**src/rtl/uart_pkg.sv**
```systemverilog
// Shared UART definitions: state encoding, frame width and the
// smallest bit period the receiver will accept.
package uart_pkg;

    localparam int UART_DATA_WIDTH   = 8;
    localparam int UART_MIN_BAUD_DIV = 4;

    typedef enum logic [1:0] {
        ST_IDLE,
        ST_START,
        ST_DATA,
        ST_STOP
    } uart_state_e;

endpackage

```
**src/rtl/uart_sync_2ff.sv**
```systemverilog
// Two-flop synchronizer plus a history flop for edge detection.
// Resets to 1 so an idle-high line shows no edge out of reset.
module uart_sync_2ff (
    input  logic clk,
    input  logic rst_n,
    input  logic din,
    output logic sync,
    output logic hist
);

    logic meta;

    always_ff @(posedge clk or negedge rst_n) begin
        if (!rst_n) begin
            meta <= 1'b1;
            sync <= 1'b1;
            hist <= 1'b1;
        end else begin
            meta <= din;
            sync <= meta;
            hist <= sync;
        end
    end

endmodule

```
**src/rtl/uart_rx.sv**
```systemverilog
// 8N1 UART receiver with runtime bit period, mid-bit sampling and
// one-cycle valid / frame-error strobes.
module uart_rx
    import uart_pkg::*;
#(
    parameter int DATA_WIDTH = UART_DATA_WIDTH
) (
    input  logic                  clk_i_rx,
    input  logic                  rsnt_i_rx,
    input  logic                  data_i_serial_rx,
    input  logic [DATA_WIDTH*2:0] baud_div_i_rx,
    output logic [DATA_WIDTH-1:0] data_o_rx,
    output logic                  valid_o_rx,
    output logic                  frame_err_o_rx,
    output logic                  active_o_rx
);

    localparam int CW = DATA_WIDTH * 2 + 1;
    localparam int IW = $clog2(DATA_WIDTH);

    logic line_sync;
    logic line_hist;
    logic fall_q;

    uart_state_e           state_q, state_d;
    logic [CW-1:0]         cnt_q, cnt_d;
    logic [CW-1:0]         div_q, div_d;
    logic [IW-1:0]         idx_q, idx_d;
    logic [DATA_WIDTH-1:0] shreg_q, shreg_d;
    logic [DATA_WIDTH-1:0] data_q, data_d;
    logic                  valid_q, valid_d;
    logic                  ferr_q, ferr_d;

    uart_sync_2ff u_sync (
        .clk   (clk_i_rx),
        .rst_n (rsnt_i_rx),
        .din   (data_i_serial_rx),
        .sync  (line_sync),
        .hist  (line_hist)
    );

    always_ff @(posedge clk_i_rx or negedge rsnt_i_rx) begin
        if (!rsnt_i_rx) begin
            fall_q  <= 1'b0;
            state_q <= ST_IDLE;
            cnt_q   <= '0;
            div_q   <= '0;
            idx_q   <= '0;
            shreg_q <= '0;
            data_q  <= '0;
            valid_q <= 1'b0;
            ferr_q  <= 1'b0;
        end else begin
            fall_q  <= line_hist & ~line_sync;
            state_q <= state_d;
            cnt_q   <= cnt_d;
            div_q   <= div_d;
            idx_q   <= idx_d;
            shreg_q <= shreg_d;
            data_q  <= data_d;
            valid_q <= valid_d;
            ferr_q  <= ferr_d;
        end
    end

    always_comb begin
        state_d = state_q;
        cnt_d   = cnt_q + CW'(1);
        div_d   = div_q;
        idx_d   = idx_q;
        shreg_d = shreg_q;
        data_d  = data_q;
        valid_d = 1'b0;
        ferr_d  = 1'b0;
        unique case (state_q)
            ST_IDLE: begin
                cnt_d = '0;
                if (fall_q && baud_div_i_rx >= CW'(UART_MIN_BAUD_DIV)) begin
                    div_d   = baud_div_i_rx;
                    state_d = ST_START;
                end
            end
            ST_START: begin
                if (cnt_q == (div_q >> 1) - CW'(1)) begin
                    cnt_d = '0;
                    idx_d = '0;
                    // A high start sample is a glitch, not a frame
                    state_d = line_sync ? ST_IDLE : ST_DATA;
                end
            end
            ST_DATA: begin
                if (cnt_q == div_q - CW'(1)) begin
                    cnt_d          = '0;
                    shreg_d[idx_q] = line_sync;
                    if (idx_q == IW'(DATA_WIDTH - 1)) begin
                        state_d = ST_STOP;
                    end else begin
                        idx_d = idx_q + IW'(1);
                    end
                end
            end
            ST_STOP: begin
                if (cnt_q == div_q - CW'(1)) begin
                    cnt_d   = '0;
                    state_d = ST_IDLE;
                    if (line_sync) begin
                        data_d  = shreg_q;
                        valid_d = 1'b1;
                    end else begin
                        ferr_d = 1'b1;
                    end
                end
            end
            default: state_d = ST_IDLE;
        endcase
    end

    assign data_o_rx      = data_q;
    assign valid_o_rx     = valid_q;
    assign frame_err_o_rx = ferr_q;
    assign active_o_rx    = (state_q != ST_IDLE);

endmodule

```
**config.mk**
```make
export PLATFORM = sky130hd
export DESIGN_NAME = uart_rx
export DESIGN_NICKNAME = d
export VERILOG_FILES = /design/src/rtl/uart_pkg.sv /design/src/rtl/uart_sync_2ff.sv /design/src/rtl/uart_rx.sv
export SDC_FILE = /design/constraint.sdc
export NUM_CORES = 1
export LEC_CHECK = 0
export ABC_AREA = 1
export ABC_CLOCK_PERIOD_IN_PS = 2600
export CORE_AREA = 2 2 94 96
export CTS_CLUSTER_DIAMETER = 30
export DETAILED_ROUTE_END_ITERATION = 8
export DIE_AREA = 0 0 96 98
export PLACE_DENSITY = 0.68
export SKIP_LAST_GASP = 1
export SLEW_MARGIN = 20
export SYNTH_ARGS = -nofsm -noshare
export SYNTH_HDL_FRONTEND = slang
export SYNTH_SLANG_ARGS = --single-unit
```
**constraint.sdc**
```tcl
create_clock -name clk_i_rx -period 2.6 [get_ports clk_i_rx]
set_clock_uncertainty 0.1 [all_clocks]
set_input_delay 0.78 -clock clk_i_rx [delete_from_list [all_inputs] [get_ports clk_i_rx]]
set_output_delay 0.78 -clock clk_i_rx [all_outputs]
set_load 0.02 [all_outputs]
```
# Word level (Yosys, flattened, before mapping)
# Index checks and enable logic that the tools add are counted.
# totals
inputBits,20
out_inout_bits,11
word_cells,67
ff_bits,61
# classes
n_eq_ne,12
reduce_logical,11
n_lt_le_gt_ge,3
n_addsub,4
n_bitwise,2
mux,23
# op_table
op,n
case mux 17 bit (3 select lines),1
equality test 17 bit,2
2-to-1 mux 17 bit,2
adder 17 x 1 -> 17 bit (second input constant),1
greater-or-equal comparator 17 x 3 -> 1 bit (second input constant),1
subtractor 16 x 1 -> 17 bit (second input constant),1
subtractor 17 x 1 -> 17 bit (second input constant),1
2-to-1 mux 2 bit,6
!= test 2 bit (second input constant),6
2-to-1 mux 3 bit,3
bitwise mux 8 bit,1
case mux 2 bit (4 select lines),1
2-to-1 mux 1 bit,7
case mux 3 bit (2 select lines),1
AND reduction 5 bit,1
equality test 2 bit (second input constant),2
less-than comparator 3 x 4 -> 1 bit (second input constant),1
AND reduction 2 bit,2
AND reduction 4 bit,1
nonzero test 2 bit,2
adder 3 x 1 -> 3 bit (second input constant),1
demux 1 bit (select 3 bit),1
equality test 3 bit (second input constant),1
greater-or-equal comparator 3 x 1 -> 1 bit (second input constant),1
other kinds (7),8

# Longest topological paths before layout
# Gate-level depths: netlist of run 1.
# logic_depth
depth_word,5
mapped_depth,18
ltp_nobuf,18

# Cells and area by module
# A second synthesis of run 1 with hierarchy kept.
# unflattened
cells_unflattened,552
hier_area_um2,4119.0
# modules_own_cells
module,seq_area_each_um2,cells_each,area_each_um2,instances
uart_rx,1451.4,549,4040.1,1
uart_sync_2ff,78.8,3,78.8,1

# Worst setup path before layout of run 1
# Ideal clock, no wire load.
# synth_path
kind,reg-to-reg
startpoint,register div_q[1]
endpoint,register data_q[7] (netlist: data_o_rx[7])
synth_period_minus_slack_ns,2.251
path_slack_ns,0.349
path_buffers,1
path_stages_with_launch,17
arrival_ns,2.034
cell_sequence,dfrtp_1 inv_1 ha_1 inv_2 nor2_4 nand2_1 nor2_2 nand2_1 nand3_1 nand3_1 nor2_2 nand3_4 nor2_4 nand2_4 buf_6 nand2_2 o21ai_2
# synth_via
elab_chain_cells,3
# synth_lines
element,line,rtl
from (decl),uart_rx.sv:27,"logic [CW-1:0] div_q, div_d;"
from (signal assigned),uart_rx.sv:57,div_q <= div_d;
subtractor 17 x 1 -> 17 bit,uart_rx.sv:103,if (cnt_q == div_q - CW'(1)) begin
equality test 17 bit,uart_rx.sv:103,
AND reduction 3 bit (no line),-,
to (signal assigned),uart_rx.sv:60,data_q <= data_d;
to (decl),uart_rx.sv:30,"logic [DATA_WIDTH-1:0] data_q, data_d;"
# Every way passes these cells.
# A chain may end at the register's enable or synchronous reset.

# Final worst setup path of run 1
# layout_path
startpoint,register div_q[1]
endpoint,register shreg_q[3]
# layout_via
elab_chain_cells,3
# layout_lines
element,line,rtl
subtractor 17 x 1 -> 17 bit,uart_rx.sv:92,if (cnt_q == div_q - CW'(1)) begin
equality test 17 bit,uart_rx.sv:92,
AND reduction 2 bit (no line),-,
to (signal assigned),uart_rx.sv:59,shreg_q <= shreg_d;
to (decl),uart_rx.sv:29,"logic [DATA_WIDTH-1:0] shreg_q, shreg_d;"
# Every way passes these cells.

==> impl_metrics.toml, run 1 <==
[route]
ant_nets = 0
dr.pass1.iters = 5
drc = 0
viasPerCell = 5.30
vias = 3989
avgRoutedWirePerCell_um = 14.6
routed_wl_um = 11000
initialDrtViolationCount = 224

[cts]
path_clk_slew_ns = 0.07
clk-insertion-delay-late_ns = 0.34
cts_max_path_buffers = 2
hold_buffers = 0
numCtsBuffers = 9
cts_tree = "done"
cts-root-buf = "clkbuf_8"
clock-sinks = 61
cts_max_level = 3

[critical_path]
reg2reg_depth = 16
regToRegSetupSlack_ns = 0.08
crit_path_max_fanout = 7
crit_path_start = "div_q[1]"
endpoint = "shreg_q[3]"
rr_endpoint = "shreg_q[3]"
end_kind = "register"
cp-start-kind = "register"
crit_arrival_ns = 2.64
worst-setup-path-type = "reg -> reg"
cp_data_required_time_ns = 2.72
r2r-start = "div_q[1]"

[power]
p_leak_uw = 0.00234
ir_worst_vdd_uv = 285
power_density_mw_per_mm2 = 360

[synthesis]
synth_top_area_frac = 0.354
seq_area_frac_synth = 0.374
syn_area_per_cell_um2 = 7.00
synthCells = 585
synth.distinct_cells = 37
yosysTopAreaCell = "dfrtp_1"
synth_area_mm2 = 0.00410
synth_warnings = 0
synth_fp_nets = 610
synth-seq-cells = 61
async_flop_share = 1.00
synth_edf_count = 0
synthTopCellsByArea = "dfrtp_1 (35%), nand2_1 (15%), nor2_1 (6.9%)"
ys.flop_type = "dfrtp_1"

[sta]
tightest_slew_ns = 0.522
setup-violations-final = 0
finalCritPeriodShare = 0.971
final_max_slew_viol_count = 0
hold_ws_ns = 0.256
fmax_mhz = 396
rsz0062_at_grt = "yes"
hold_violations = 0
relSlewSlack = 0.652
min_period_ns = 2.52

[grt]
grt_pass1_wl_um = 18300
grt_max_degree = 42
overflow = 0
grt_pass1_vias = 3866
grt_usage = 0.249
antenna_found_initial = 0

[placed_design]
hpwl_um = 8410
dp_cells = 731
gp_congestion = 0.959
io_buffers = 30

[floorplanning]
dieWidth_um = 96
coreArea_mm2 = 0.00847
dieHeight_um = 98
core.rowCount = 34
dieArea_mm2 = 0.00941
initial_core_util = 0.484
io_pins = 31

[finish]
drive_gt1_frac = 0.161
antennaDiodeCount = 0
layout.nets = 665
final-instance-count-excl-fill = 753
syn_to_final_growth_pct = 20.7

[outcome]
status = "completed"

[min_path]
min_path_type = "reg -> reg"

[job]
drv_cap = 0
[worst max-delay path: stages, from the launching register on]
cell and delay (ns):
dfrtp_1 0.40, inv_2 0.11, ha_4 0.21, nand2_2 0.06, inv_2 0.03, nor2_2 0.09, nand2_1 0.06, nor2_1 0.09
nand2_1 0.06, nor2_1 0.13, nand3_1 0.11, nor2_2 0.20, nand3_4 0.19, nor3_4 0.28, nand2_1 0.12, nor2_1 0.11
a21oi_1 0.05
[stage by stage]
step           total power (µW)  setup WS (ns)  setup TNS, ns  utilization  area, µm²
2_1_floorplan               978          0.349              0            -       4100
3_3_place_gp               1030        -0.0301         -0.222        0.548       4640
3_5_place_dp               1040         -0.213          -3.01        0.548       4640
4_1_cts                    1800         0.0117              0        0.569       4810
5_1_grt                    1860        -0.0898         -0.702        0.584       4940
6_report                   1780         0.0754              0        0.584       4940
[final cells by class]
cell class	count	area, µm²
sequential	61	1530
clock inverter	2	10.0
multi-input combinational	439	2310
clock buffer	14	163
tap	108	135
timing repair buffer	55	523
fill	770	3520
inverter	74	278
[layout by cell type (no fill, tap or decap), types with 10 or more instances in the layout]
master           synthesis  layout
clkdlybuf4s50_1          0      28
nand3_1                 49      49
nand2_1                164     160
nor2_2                  10      13
clkbuf_8                 0      11
xnor2_1                 11      11
nor2_1                  75      71
xor2_1                  10      10
o21ai_0                 13      12
buf_4                    1      22
a21oi_1                 35      34
dfrtp_1                 58      58
nand2_2                 10      13
inv_1                   71      68
[where the power goes]
group	internal, µW	switching, µW	leakage (µW)	total (µW)
logic	29.3	28.5	0.00150	57.8
registers	954	5.59	0.000743	960
clock network	396	367	0.0000905	763
total	1380	401	0.00234	1780
[kinds of logic after synthesis]
family	after synthesis	synth area share
AND/OR/NAND/NOR	339	0.376
buffers and inverters	86	0.0855
XOR/XNOR	21	0.0449
adder cells (fa/ha/maj)	5	0.0153
AO/OA/AOI/OAI	71	0.0993
multiplexers	2	0.00550
flip-flops	61	0.374
[synthesized netlist by cell type (6+ instances only)]
master	n
inv_1	71
nor2_4	8
nand4_1	7
xor2_1	10
nand2_2	10
o21ai_0	13
nor3_1	6
dfrtp_1	58
o21ai_2	8
xnor2_1	11
clkbuf_1	7
nand3_1	49
a21oi_1	35
nor2_1	75
o21ai_1	8
nand2_1	164
nor2_2	10
[layer usage]
layer  wire, µm  vias up  global-route usage
met1       4850     1909               0.324
met4        234        0              0.0846
met2       5500       97               0.410
met3        408       19              0.0502
li1           -     1964                   -
met5          0        -                   0
[how the worst min path moves through the flow]
stage | startpoint | to | slack [ns] | cells after the start
final | u_sync.meta | u_sync.sync | 0.26 | 0
after global routing | u_sync.meta | u_sync.sync | 0.26 | 0
after CTS | u_sync.meta | u_sync.sync | 0.26 | 0
after detailed placement | u_sync.meta | u_sync.sync | 0.25 | 0
after global placement | u_sync.meta | u_sync.sync | 0.25 | 0
after floorplan | u_sync.meta | u_sync.sync | 0.25 | 0
[flip-flops by register name, summed over array words and instances (netlist names), named ones only]
signal	count
cnt_q	17
data_o_rx	8
div_q	17
fall_q	1
frame_err_o_rx	1
idx_q	3
shreg_q	8
state_q	1
u_sync.hist	1
u_sync.meta	1
u_sync.sync	1
valid_o_rx	1
[timing repair]
item                       CTS  global route
cloned                       0             1
gates resized for setup      0            23
pin swaps                    1            13
hold endpoints to repair     0             0
setup endpoints to repair    1            41
buffers inserted             0             5
(Power assumes the default switching activity.)
==> run 2: changes to the inputs <==
--- a/config.mk
+++ b/config.mk
@@ -6,12 +6,12 @@
 export NUM_CORES = 1
 export LEC_CHECK = 0
 export ABC_AREA = 1
-export ABC_CLOCK_PERIOD_IN_PS = 2600
+export ABC_CLOCK_PERIOD_IN_PS = 2500
 export CORE_AREA = 2 2 94 96
 export CTS_CLUSTER_DIAMETER = 30
 export DETAILED_ROUTE_END_ITERATION = 8
 export DIE_AREA = 0 0 96 98
-export PLACE_DENSITY = 0.68
+export PLACE_DENSITY = 0.69
 export SKIP_LAST_GASP = 1
 export SLEW_MARGIN = 20
 export SYNTH_ARGS = -nofsm -noshare
==> constraint.sdc (replaced) <==
create_clock -name clk_i_rx -period 2.5 [get_ports clk_i_rx]
set_clock_uncertainty 0.1 [all_clocks]
set_input_delay 0.75 -clock clk_i_rx [delete_from_list [all_inputs] [get_ports clk_i_rx]]
set_output_delay 0.75 -clock clk_i_rx [all_outputs]
set_load 0.02 [all_outputs]
==> run 2 against run 1 <==
The flow now finishes with violations (negative setup slack). Sequential share of layout area down 0.44 points. Utilization up 0.84 points. Non-clock buffer count up 5. Via count down 1.4%. Setup slack worse by 0.10 ns. Die area unchanged. First-iteration DRC count down 7.6%. Sequential power up 3.7%. Critical path type unchanged. Critical endpoint is now shreg_q[1]. Highest routed layer unchanged.
==> impl_metrics.toml, run 2 (same netlist as run 1, synthesis figures left out) <==
[critical_path]
crit_path_max_fanout = 8
crit_arrival_ns = 2.69
cp_slowest_cell = "dfrtp_1"
worst-setup-path-type = "reg -> reg"
reg2reg_depth = 15
end_kind = "register"
cpLargestDelayFamily = "simple AND/OR/NAND/NOR gates"
r2r-start = "div_q[1]"
cp-start-kind = "register"
path_cells = "inv_2, ha_4, nand2_1, nor2_4, nand2_1, nand2_1, nand2_1, nor2_1, nand2_1, nor2_2, nand3_4, nor3_4, nand2_1, nor2_1, a21oi_1"
cp_slowest_stage_delay_ns = 0.41
regToRegSetupSlack_ns = -0.03
rr_endpoint = "shreg_q[1]"
cpMostUsedCell = "nand2_1"
path_buf_inv = 1
cp_data_required_time_ns = 2.66

[power]
switching_share = 0.275
power_density_mw_per_mm2 = 386
p_leak_uw = 0.00239
p_seq_frac = 0.515
pwr-share-clk = 0.452
pwr-share-comb = 0.033
p_switching_uw = 532
p_int_uw = 1400
ir_worst_vdd_uv = 415

[grt]
antenna_found_initial = 0
grt_pass1_wl_um = 18200
grt_pass1_vias = 3865
grt_max_degree = 62
overflow = 0
grt_usage = 0.249

[min_path]
min_path_type = "reg -> reg"
hold_end = "u_sync.sync"
hp-start = "u_sync.meta"
min_path_cells = 0

[sta]
fin_setup_tns_ns = -0.0657
fin_ws_ns = -0.0261
hold_violations = 0
finalCritPeriodShare = 1.01
min_period_ns = 2.53
relSlewSlack = 0.770
rsz0062_at_grt = "yes"
tightest_slew_ns = 0.345
setup-violations-final = 4
final_max_slew_viol_count = 0
fmax_mhz = 396

[placed_design]
io_buffers = 30
gp_congestion = 1.00
place_ws_ns = -0.400
hpwl_um = 8250
dp_cells = 738

[floorplanning]
dieArea_mm2 = 0.00941
io_pins = 31
core.rowCount = 34
dieWidth_um = 96
dieHeight_um = 98
coreArea_mm2 = 0.00847
initial_core_util = 0.484

[job]
drv_cap = 0

[finish]
layout.nets = 669
fillers = 780
final-instance-count-excl-fill = 757
final_common_cell = "nand2_1"
drive_gt1_frac = 0.177
reg_top3 = "cnt_q x17, div_q x17"
final_cell_mix = "nand2_1 (160), nor2_1 (70), inv_1 (69), dfrtp_1 (58), nand3_1 (48)"
syn_to_final_growth_pct = 22.4
antennaDiodeCount = 0
multiInputGateArea_mm2 = 0.00234
regArea_mm2 = 0.00153

[outcome]
violations = "negative setup slack"
status = "finished, violations left"

[cts]
cts-root-buf = "clkbuf_8"
path_clk_slew_ns = 0.09
cts_tree = "done"
numCtsBuffers = 9
cts_max_level = 3
clk-insertion-delay-late_ns = 0.37
clock-sinks = 61
cts_max_path_buffers = 2

[route]
routed_wl_um = 11000
vias = 3935
viasPerCell = 5.20
initialDrtViolationCount = 207
drc = 0
ant_nets = 0
dr.pass1.iters = 4
avgRoutedWirePerCell_um = 14.5
[run 2: cell count changes in the layout (fill, tap and decap cells not counted), sizes merged]
cell / change
clkbuf: -5
buf: +5
dlygate4sd2: +1
nand2: -1
dlymetal6s2s: -1
clkinvlp: +1
inv: +4
[run 2: metal layers]
layer	routed length [µm]	GRT usage	vias to the layer above
li1	-	-	1973
met1	4870	0.333	1843
met2	5310	0.396	101
met3	542	0.0409	18
met4	257	0.104	0
met5	0	0	-
[run 2: cell type report]
cell class	instances	area share
Clock buffer	9	0.0247
Clock inverter	7	0.0125
Inverter	74	0.0554
Multi-Input combinational cell	438	0.467
Sequential cell	61	0.305
Tap cell	108	0.0269
Timing Repair Buffer	60	0.109
[run 2: worst max path at each step]
stage,from,endpoint,cells after the start
floorplan,div_q[1],data_o_rx[7],16
global placement,baud_div_i_rx[3],div_q[6],8
detailed placement,baud_div_i_rx[7],div_q[5],8
CTS,div_q[1],shreg_q[4],15
global route,div_q[1],shreg_q[7],15
finish,div_q[1],shreg_q[1],15
[run 2: what timing repair did]
| action | in CTS | in global routing |
|---|---|---|
| hold buffers | 0 | 0 |
| endpoints found under the setup margin | 4 | 41 |
| pin swaps | 0 | 11 |
| gates resized for setup | 4 | 28 |
| setup buffers | 0 | 3 |
[run 2: metrics by stage]
| step | util | hold WS (ns) | instance area, µm² | total power (µW) |
|---|---|---|---|---|
| 3_3_place_gp | 0.553 | 0.247 | 4680 | 1080 |
| 4_1_cts | 0.576 | 0.259 | 4880 | 1950 |
| 6_report | 0.593 | 0.258 | 5020 | 1940 |
| 5_1_grt | 0.593 | 0.272 | 5020 | 2000 |
| 3_5_place_dp | 0.553 | 0.248 | 4680 | 1080 |
| 2_1_floorplan | - | 0.245 | 4100 | 1020 |
[run 2: power by group through the flow]
stage	registers, µW	logic, µW	clock network (µW)
2_1_floorplan	1010	4.62	0
3_3_place_gp	1010	63.6	0
3_5_place_dp	1020	64.5	0
4_1_cts	996	64.6	885
5_1_grt	998	71.2	934
6_report	996	63.8	875
==> run 3: changes to the inputs <==
--- a/config.mk
+++ b/config.mk
@@ -7,13 +7,13 @@
 export LEC_CHECK = 0
 export ABC_AREA = 1
 export ABC_CLOCK_PERIOD_IN_PS = 2500
-export CORE_AREA = 2 2 94 96
+export CORE_AREA = 2 2 90 100
 export CTS_CLUSTER_DIAMETER = 30
 export DETAILED_ROUTE_END_ITERATION = 8
-export DIE_AREA = 0 0 96 98
+export DIE_AREA = 0 0 92 102
 export PLACE_DENSITY = 0.69
 export SKIP_LAST_GASP = 1
-export SLEW_MARGIN = 20
+export SLEW_MARGIN = 10
 export SYNTH_ARGS = -nofsm -noshare
 export SYNTH_HDL_FRONTEND = slang
 export SYNTH_SLANG_ARGS = --single-unit
==> run 3 against run 2 <==
The flow now finishes without violations. First-iteration DRC count down 4.3%. Sequential share of layout area down 0.75 points. Non-clock buffer count up 3. Fmax up 1.3%. Sequential power about the same. Largest power group is now clock. Highest routed layer unchanged.
==> impl_metrics.toml, run 3 (same netlist as run 1, synthesis figures left out) <==
[route]
routed_wl_um = 11300
initialDrtViolationCount = 198
avgRoutedWirePerCell_um = 14.8
drc = 0
viasPerCell = 5.22
ant_nets = 0
vias = 3985
dr.pass1.iters = 5

[sta]
hold_ws_ns = 0.261
setup-violations-final = 0
min_period_ns = 2.49
fin_setup_tns_ns = 0
finalCritPeriodShare = 0.998
relSlewSlack = 0.695
fin_ws_ns = 0.00610
hold_violations = 0
rsz0062_at_grt = "yes"
fmax_mhz = 401
tightest_slew_ns = 0.457
final_max_slew_viol_count = 0

[finish]
final_cell_mix = "nand2_1 (155), inv_1 (69), nor2_1 (66), dfrtp_1 (57), nand3_1 (46)"
reg_top3 = "cnt_q x17, div_q x17"
syn_to_final_growth_pct = 25.6
antennaDiodeCount = 0
drive_gt1_frac = 0.201
final_common_cell = "nand2_1"
post-route-cell-area_mm2 = 0.00515
layout.nets = 673

[power]
p_leak_uw = 0.00245
p_switching_uw = 472
p_int_uw = 1620
total_power_uw = 2090
pwr-share-comb = 0.031
power_density_mw_per_mm2 = 406
pwr-share-clk = 0.492
switching_share = 0.226
p_seq_frac = 0.477
ir_worst_vdd_uv = 323

[grt]
grt_util_met1 = 0.292
grt_pass1_vias = 3986
use_met3 = 0.0627
grt_max_degree = 36
met2_usage = 0.459
grt_pass1_wl_um = 18600
busiest_layer = "met2"
antenna_found_initial = 0
overflow = 0
grt_usage = 0.254

[placed_design]
dpl_cell_area_mm2 = 0.00469
gp_congestion = 0.997
io_buffers = 30
place_ws_ns = -0.201
hpwl_um = 8520

[floorplanning]
io_pins = 31
core.rowCount = 35
coreArea_mm2 = 0.00832
dieHeight_um = 102
initial_core_util = 0.492
dieWidth_um = 92
dieArea_mm2 = 0.00938

[critical_path]
end_kind = "register"
crit_arrival_ns = 2.67
cp-start-kind = "register"
crit_path_max_fanout = 8
worst-setup-path-type = "reg -> reg"
cp_data_required_time_ns = 2.67

[cts]
cts-root-buf = "clkbuf_8"
cts_max_level = 3
hold_buffers = 0
path_clk_slew_ns = 0.08
numCtsBuffers = 9
clock-sinks = 61
cts_max_path_buffers = 2
cts_tree = "done"
clk-insertion-delay-late_ns = 0.35

[outcome]
status = "completed"

[job]
drv_cap = 0

[min_path]
min_path_type = "reg -> reg"
## run 3: cell count changes in the layout (fill, tap and decap cells not counted), sizes merged
| cell | previous run | this run |
|---|---|---|
| buf | 31 | 34 |
| inv | 77 | 74 |
| bufinv | 0 | 2 |
| clkbuf | 9 | 10 |
| nand2 | 175 | 176 |
## run 3: path summary, 6_finish.rpt
kind	from	end	slack [ns]	cells past startpoint
setup / recovery	div_q[3]	data_o_rx[0]	0.006	13
hold / removal	u_sync.meta	u_sync.sync	0.26	0
setup reg to reg	div_q[3]	data_o_rx[0]	0.006	13
hold reg to reg	u_sync.meta	u_sync.sync	0.26	0
max in group asynchronous	rsnt_i_rx	u_sync.hist	1.60	2
min in group asynchronous	rsnt_i_rx	shreg_q[2]	0.30	2
## run 3: worst max-delay path, stage by stage (launching register included)
cell and delay (ns):
dfrtp_1 0.48, nor2_4 0.24, nand2_2 0.09, nor2_4 0.19, nand2_1 0.07, nand2_1 0.08
nand2_1 0.05, nor2_1 0.12, nand2_1 0.09, nor2_2 0.16, nand3_4 0.18, nor2_4 0.25
nand2_4 0.14, o21ai_2 0.15
## run 3: what timing repair did
action / 4_1_cts / 5_1_grt
gates cloned: 0 / 1
buffers inserted: 1 / 4
pin swaps: 2 / 27
endpoints found under the setup margin: 39 / 45
endpoints found under the hold margin: 0 / 0
resized for setup: 10 / 37
## run 3: final cells by class
cell class | count | area, µm²
fillers | 751 | 3170
flip-flops and latches | 61 | 1530
well taps | 111 | 139
repair buffers | 63 | 567
clock inverters | 6 | 93.8
multi-input cells | 439 | 2400
clock buffers | 10 | 138
inverters | 74 | 280
## run 3: routing by layer
| layer | vias up | part of all wire |
|---|---|---|
| li1 | 1986 | - |
| met1 | 1859 | 0.41 |
| met2 | 108 | 0.51 |
| met3 | 32 | 0.049 |
| met4 | 0 | 0.033 |
| met5 | - | 0 |
## run 3: through the flow
step           instances  utilization
2_1_floorplan        585            -
3_3_place_gp         742        0.564
3_5_place_dp         742        0.564
4_1_cts              759        0.597
5_1_grt              764        0.618
6_report             764        0.618
## run 3: power groups by stage
stage	logic, µW	registers (µW)	clock network (µW)
global route	71.2	998	1090
global placement	64.8	1020	0
CTS	65.8	996	1050
finish	64.4	998	1030
detailed placement	65.6	1020	0
floorplan	4.62	1010	0
